--- config.mk ---
export PLATFORM = sky130hd
export DESIGN_NAME = reset_sequencer
export DESIGN_NICKNAME = d
export VERILOG_FILES = /design/src/rtl/reset_sequencer_pkg.sv /design/src/rtl/sync_2ff.sv /design/src/rtl/reset_sequencer.sv
export SDC_FILE = /design/constraint.sdc
export NUM_CORES = 1
export LEC_CHECK = 0
export CORE_MARGIN = 3
export CORE_UTILIZATION = 30
export DETAILED_ROUTE_END_ITERATION = 6
export PLACE_DENSITY_LB_ADDON = 0.1
export SLEW_MARGIN = 20
export SYNTH_ARGS = -nofsm -noshare
export SYNTH_HDL_FRONTEND = slang
export SYNTH_SLANG_ARGS = --single-unit
--- constraint.sdc ---
create_clock -name clk14 -period 1.77 [get_ports clk14]
set_input_delay 0.2655 -clock clk14 [delete_from_list [all_inputs] [get_ports clk14]]
set_output_delay 0.2655 -clock clk14 [all_outputs]
set_load 0.02 [all_outputs]
--- src/rtl/reset_sequencer_pkg.sv ---
// Shared definitions for the Apple-1 reset sequencer: FSM states, stage
// and source index constants, and the interval counter sizing helper.
package reset_sequencer_pkg;

  typedef enum logic [1:0] {
    ASSERT  = 2'd0,
    RELEASE = 2'd1,
    RUN     = 2'd2
  } state_e;

  // Stage indices, in release order
  localparam int STG_MEM    = 0;
  localparam int STG_PERIPH = 1;
  localparam int STG_CPU    = 2;

  // Reset request source indices; the power-on flag sits above them in cause
  localparam int SRC_OSD   = 0;
  localparam int SRC_KBD   = 1;
  localparam int SRC_DL    = 2;
  localparam int SRC_EXT   = 3;
  localparam int NSRC_DEF  = 4;
  localparam int CAUSE_POR = NSRC_DEF;

  // Counter width able to hold max(hold, gap)-1, never narrower than 1 bit
  function automatic int cnt_width(input int hold, input int gap);
    int m;
    m = (hold > gap) ? hold : gap;
    return (m <= 1) ? 1 : $clog2(m);
  endfunction

endpackage

--- src/rtl/sync_2ff.sv ---
// Two-flop synchronizer for level signals crossing into the local clock
// domain. Each bit is synchronized independently; resets to 0.
module sync_2ff #(
  parameter int WIDTH = 1
) (
  input  logic             clk,
  input  logic             rst_n,
  input  logic [WIDTH-1:0] d_i,
  output logic [WIDTH-1:0] q_o
);

  logic [WIDTH-1:0] meta_q;
  logic [WIDTH-1:0] sync_q;

  // Two back-to-back flops give the first stage a full cycle to resolve
  always_ff @(posedge clk or negedge rst_n) begin
    if (!rst_n) begin
      meta_q <= '0;
      sync_q <= '0;
    end else begin
      // NOTE: non-blocking assignments keep this a true two-stage shift; with
      // blocking ones both flops would load d_i on the same edge.
      meta_q <= d_i;
      sync_q <= meta_q;
    end
  end

  assign q_o = sync_q;

endmodule

--- src/rtl/reset_sequencer.sv ---
// Central reset controller: merges reset requesters into one reset event,
// holds every stage for HOLD_CYCLES enable ticks after the last request
// drops, then releases stages in ascending order STAGE_GAP ticks apart.
module reset_sequencer
  import reset_sequencer_pkg::*;
#(
  parameter int NSRC        = 4,
  parameter int NSTAGE      = 3,
  parameter int HOLD_CYCLES = 64,
  parameter int STAGE_GAP   = 16
) (
  input  logic              clk14,
  input  logic              rst_n,
  input  logic              enable,
  input  logic [NSRC-1:0]   req,
  input  logic [NSRC-1:0]   req_mask,
  output logic [NSTAGE-1:0] stage_rst,
  output logic              busy,
  output logic              done,
  output logic [NSRC:0]     cause
);

  localparam int CNT_W = cnt_width(HOLD_CYCLES, STAGE_GAP);
  localparam int IDX_W = $clog2(NSTAGE + 1);

  localparam logic [CNT_W-1:0]  HOLD_LAST = CNT_W'(HOLD_CYCLES - 1);
  localparam logic [CNT_W-1:0]  GAP_LAST  = CNT_W'(STAGE_GAP - 1);
  localparam logic [IDX_W-1:0]  IDX_LAST  = IDX_W'(NSTAGE - 1);
  localparam logic [NSTAGE-1:0] ALL_ON    = '1;

  state_e            state_q, state_d;
  logic [CNT_W-1:0]  cnt_q, cnt_d;
  logic [IDX_W-1:0]  idx_q, idx_d;
  logic [NSTAGE-1:0] stage_q, stage_d;
  logic              done_q, done_d;
  logic [NSRC:0]     cause_q, cause_d;

  logic [NSRC-1:0]   req_s;
  logic [NSRC-1:0]   hits;
  logic              act;

  sync_2ff #(
    .WIDTH (NSRC)
  ) u_req_sync (
    .clk   (clk14),
    .rst_n (rst_n),
    .d_i   (req),
    .q_o   (req_s)
  );

  // A masked source is treated exactly like a deasserted one
  assign hits = req_s & req_mask;
  assign act  = |hits;

  // Next-state logic: requests always win over the interval counter
  always_comb begin
    // NOTE: every output of this block gets a default first so no path
    // leaves a variable unassigned, which would infer a latch.
    state_d = state_q;
    cnt_d   = cnt_q;
    idx_d   = idx_q;
    stage_d = stage_q;
    done_d  = 1'b0;
    cause_d = cause_q;

    unique case (state_q)
      ASSERT: begin
        stage_d = ALL_ON;
        if (act) begin
          cnt_d   = '0;
          cause_d = cause_q | {1'b0, hits};
        end else if (enable) begin
          if (cnt_q == HOLD_LAST) begin
            cnt_d = '0;
            if (NSTAGE == 1) begin
              stage_d = '0;
              done_d  = 1'b1;
              state_d = RUN;
            end else begin
              stage_d[STG_MEM] = 1'b0;
              idx_d            = IDX_W'(1);
              state_d          = RELEASE;
            end
          end else begin
            cnt_d = cnt_q + CNT_W'(1);
          end
        end
      end

      RELEASE: begin
        if (act) begin
          stage_d = ALL_ON;
          cnt_d   = '0;
          cause_d = cause_q | {1'b0, hits};
          state_d = ASSERT;
        end else if (enable) begin
          if (cnt_q == GAP_LAST) begin
            stage_d = stage_q & ~(NSTAGE'(1) << idx_q);
            cnt_d   = '0;
            idx_d   = idx_q + IDX_W'(1);
            if (idx_q == IDX_LAST) begin
              done_d  = 1'b1;
              state_d = RUN;
            end
          end else begin
            cnt_d = cnt_q + CNT_W'(1);
          end
        end
      end

      RUN: begin
        stage_d = '0;
        if (act) begin
          // A fresh event starts from a clean cause record
          stage_d = ALL_ON;
          cnt_d   = '0;
          cause_d = {1'b0, hits};
          state_d = ASSERT;
        end
      end

      default: begin
        stage_d = ALL_ON;
        cnt_d   = '0;
        state_d = ASSERT;
      end
    endcase
  end

  // State and output registers; power-on is recorded as the reset cause
  always_ff @(posedge clk14 or negedge rst_n) begin
    if (!rst_n) begin
      state_q <= ASSERT;
      cnt_q   <= '0;
      idx_q   <= '0;
      stage_q <= ALL_ON;
      done_q  <= 1'b0;
      cause_q <= {1'b1, {NSRC{1'b0}}};
    end else begin
      state_q <= state_d;
      cnt_q   <= cnt_d;
      idx_q   <= idx_d;
      stage_q <= stage_d;
      done_q  <= done_d;
      cause_q <= cause_d;
    end
  end

  assign stage_rst = stage_q;
  assign busy      = |stage_q;
  assign done      = done_q;
  assign cause     = cause_q;

endmodule

After elaboration in Yosys (flattened, before gate mapping). Cells that the tools add are included.

Flip-flop bits (word level): 27. Input bits: 11. Output and inout port bits: 10.

Add/sub/neg operators: 2. Equal/unequal tests: 17. Shift-type cells: 1. Muxes and demuxes: 37. Bitwise gates (word level): 4. Reductions and logical operators: 11.

Operator list (number): 6-bit two-way mux (7); 2-bit two-way mux (11); 6-bit one-hot mux with 3 select lines (1); 2-bit != test (second input constant) (7); 7-bit AND reduction (2); 3-bit two-way mux (4); 3-bit != test (second input constant) (4); 5-bit two-way mux (2); 5-bit one-hot mux with 2 select lines (1); 3-bit one-hot mux with 3 select lines (1); 1-bit two-way mux (8); 6-bit by 1-bit adder with 6-bit output (second input constant) (1); 6-bit by 4-bit == test with 1-bit output (second input constant) (1); 6-bit == test (second input constant) (1); 2-bit one-hot mux with 3 select lines (1); 3-bit AND reduction (2); 5-bit by 4-bit bitwise OR with 5-bit output (1); 4-bit bitwise AND (1); 2-bit == test (second input constant) (2); 2-bit one-hot mux with 2 select lines (1); 2-bit nonzero test (2); 4-bit OR reduction (1); 3-bit bitwise AND (1); 3-bit inverter (1); other kinds (8) (8).

Longest topological paths before layout.
Depth in word-level cells: 7. Gate-level depth with buffers: 6. Mapped depth without buffers: 5.

Hierarchy. Synthesis repeated with hierarchy kept, for this count alone.

Cell total of the unflattened synthesis: 120. Area, all modules: 1226.2 um^2.

Modules (own cells, without submodules): reset_sequencer (instances 1, cells each 112, area each 1026.0 um^2, sequential area each 480.5 um^2); sync_2ff (instances 1, cells each 8, area each 200.2 um^2, sequential area each 200.2 um^2).

Worst setup path before layout. OpenSTA, ideal clock, no wires.

Path kind: register to register. Start point: register cnt_q[4]. End point: register idx_q[0]. Library setup time: 0.125 ns. Data arrival time: 1.365 ns. Slack: 0.280 ns. Stages on the path, launching flop included: 6. Cell sequence: dfrtp_1 buf_6 or3b_4 a21oi_2 nand2_2 mux2_4.

Longest elaborated chain between the ends: 3. Elaborated cells on any way between the ends: 5.

RTL lines: from (decl) (RTL line reset_sequencer.sv:32) `logic [CNT_W-1:0] cnt_q, cnt_d;`; from (signal assigned) (RTL line reset_sequencer.sv:141) `cnt_q <= cnt_d;`; 6-bit by 4-bit == test with 1-bit output / 6-bit == test (equally long branches) (RTL line reset_sequencer.sv:97, reset_sequencer.sv:73); 2-bit != test (no source line); 7-bit AND reduction (no source line) (*); to (signal assigned) (RTL line reset_sequencer.sv:142) `idx_q <= idx_d;`; to (decl) (RTL line reset_sequencer.sv:33) `logic [IDX_W-1:0] idx_q, idx_d;`.

Every way passes the cells marked *; elsewhere a longest branch is shown, timed or not. A chain may end at the register's enable or synchronous reset.

Final worst setup path.
Start point: register stage_q[2], in the netlist stage_rst[2]. End point: output port stage_rst[2].

RTL lines: from (decl) (RTL line reset_sequencer.sv:34) `logic [NSTAGE-1:0] stage_q, stage_d;`; from (signal assigned) (RTL line reset_sequencer.sv:143) `stage_q <= stage_d;`; to (decl) (RTL line reset_sequencer.sv:17) `output logic [NSTAGE-1:0] stage_rst,`.

No word-level cell between the ends.

==> results_dict.tcl <==
set metrics [dict create \
    hold_start "u_req_sync.meta_q[0]" \
    finalCritPeriodShare_pct 95.2 \
    final-hold-violation-count 0 \
    overflow 0 \
    cp-startpoint "stage_rst[2]" \
    cts_buffer_depth 2 \
    critPathTopFamily "buffers and inverters" \
    rsz0062_at_grt "no" \
    leakagePower_nw 0.675 \
    postCtsHoldBufs 0 \
    dp_hpwl_um 2070 \
    place_congestion 0.764 \
    synth-simple-area-share_pct 16.5 \
    die_w_um 71.5 \
    synthXorXnorAreaFrac_pct 0 \
    root_buffer "clkbuf_8" \
    ys.flop_type "dfrtp_1" \
    cp_slowest_cell "clkdlybuf4s50_1" \
    regToRegStartpoint "cnt_q[0]" \
    worst_slew_pin_slew_ns 0.352 \
    syn-instance-count 126 \
    grt_pass1_wl_um 5060 \
    yosysWarnings 0 \
    grt_pass1_vias 1118 \
    n_fill_cell 397 \
    final_area_um2 1660 \
    power_mw 1.10 \
    dp_cells 204 \
    placed_cell_area_um2 1620 \
    area_growth_pct 29.4 \
    synth_top_area_cell "dfrtp_1" \
    async_flop_share_pct 100 \
    irDropWorstVdd_mv 0.396 \
    chipHeight_um 71.5 \
    port_buffers 20 \
    cts.sinks 27 \
    grt_use_met3_pct 3.93 \
    maxCapViolCount 0 \
    drive_gt1_share_pct 17.1 \
    antenna_found_initial 0 \
    critical_path_class "flop to output port" \
    gr-usage-met2_pct 19.9 \
    drtAntennaViolNets 0 \
    cpPeakStageDelay_ns 0.60 \
    grt_use_total_pct 12.2 \
    hold_class "flop to flop" \
    fmax_ghz 0.593 \
    num_vias 1031 \
    start_util_pct 31.7 \
    stdcell_count 208 \
    clock_latency_ns 0.27 \
    rrSetupSlack_ns 0.19 \
    fin_nets 174 \
    ys_ff_latch 27 \
    use_met1_pct 15.7 \
    n_antenna_cell 0 \
    fin_util_pct 41.0 \
    synth_edf_count 0 \
    netlist_area_um2 1290 \
    rows 23 \
    drv_slew 0 \
    synth-compound-area-share_pct 18.4 \
    cts_inserted_buffers 3 \
    fin_worst_skew_ns 0.00556 \
    yosys.area_share.adder_pct 3.89 \
    path_max_fanout 3 \
    grt_max_degree 28 \
    syn_area_per_cell_um2 10.2 \
    drtIter0Drc 59 \
    ys_top_cells_by_area "dfrtp_1, dfstp_2, a21oi_1, ha_1, nand3_1" \
    synth_top_family_by_area "compound AO/OA/AOI/OAI gates" \
    pwr_density_cell_nw_per_um2 661 \
    drc 0 \
    gr-max-usage-layer "met2" \
    start_kind "flop" \
    cp.arrival_ns 1.42 \
    yosysSeqAreaShare_pct 52.9 \
    cts.clk_slew.worst_paths_ns 0.09 \
    cts_tree "yes" \
    setup-tns-final_ns 0 \
    io-pin-count 21 \
    avgRoutedWirePerCell_um 13.3 \
    status "completed" \
    crit_chain "clkdlybuf4s50_1" \
    synthMuxAreaShare_pct 3.50 \
    ys_types 39 \
    setup_viol 0 \
    cp.required_ns 1.50 \
    synth_top_area_share_pct 44.7 \
    via_per_inst 4.96 \
    core_area_um2 4060 \
    endpoint_kind "output port" \
    mappedNetlistNets 141 \
    path_buf_inv 1 \
    die_area_um2 5110 \
    slew_headroom_pct 76.6 \
    first_pass_iters 4 \
    wl_um 2760 \
    cts-htree-levels 1 \
    fin_crit_ns 1.69 \
]
synthesized netlist by cell type, types with 2 or more instances:
cell / count
dfrtp_1: 23
a21oi_1: 17
nand2_1: 10
nand3_1: 10
inv_1: 6
nor3_1: 5
buf_2: 4
dfstp_2: 4
ha_1: 4
nor2_1: 4
mux2i_1: 3
nand4_1: 3
o21ai_1: 3
o2bb2ai_1: 3
a22oi_1: 2
o31ai_1: 2
per-layer routing:
metal  part of all wire (%)  up-vias
met5                      0        -
met2                     48       20
met4                   0.76        0
met3                    4.8        4
li1                       -      523
met1                     46      484
kinds of logic after synthesis:
group | Yosys count
DFF | 27
buffers and inverters | 13
muxes | 4
AOI/OAI and AO/OA | 37
and+or+nand+nor | 41
adders and majority gates | 4
repair_timing:
item	4_1_cts	5_1_grt
setup endpoints to repair	1	0
resized for setup	1	0
setup buffers	0	0
cell usage in the layout, fill, tap and decap left out, types with 2 or more instances in the layout:
master           instances
a21oi_1                 17
clkdlybuf4s50_1         19
o31ai_1                  2
inv_1                    6
o21ai_1                  3
nor3_1                   5
ha_1                     4
nand3_1                 10
nor2_1                   4
dfstp_2                  4
mux2i_1                  3
buf_4                   14
nand2_1                 10
dfrtp_1                 23
nand4_1                  3
o2bb2ai_1                3
clkbuf_8                 3
a22oi_1                  2
final cells by class:
| type | instances | area (µm²) | area share (%) |
|---|---|---|---|
| clock buffers | 3 | 41.3 | 2.48 |
| clock inverters | 1 | 5.00 | 0.301 |
| inverters | 7 | 26.3 | 1.58 |
| multi-input cells | 86 | 544 | 32.7 |
| flip-flops and latches | 27 | 681 | 40.9 |
| well taps | 50 | 62.6 | 3.76 |
| repair buffers | 34 | 304 | 18.3 |
final timing paths:
path | end | cells after the start
setup / recovery | stage_rst[2] | 1
hold / removal | u_req_sync.q_o[0] | 0
setup reg to reg | idx_q[0] | 5
hold reg to reg | u_req_sync.q_o[0] | 0
max in group asynchronous | cause[4] | 2
min in group asynchronous | idx_q[0] | 2
where the power goes:
group | internal [mW] | total, mW | switching, mW
Clock | 0.158 | 0.348 | 0.190
Combinational | 0.0567 | 0.111 | 0.0541
Sequential | 0.632 | 0.642 | 0.00997
through the flow:
stage               hold WS (ns)  setup slack (ns)
finish                     0.354            0.0847
CTS                        0.359            0.0722
detailed placement         0.337           -0.0537
floorplan                -0.0301             0.280
global route               0.366            0.0381
global placement           0.335           -0.0107
flip-flops by register name (all words and copies together), names as in the netlist:
name               cells
cause                  5
cnt_q                  6
done                   1
idx_q                  2
stage_rst              3
state_q                2
u_req_sync.meta_q      4
u_req_sync.q_o         4
Power figures use the tool's default switching activity.
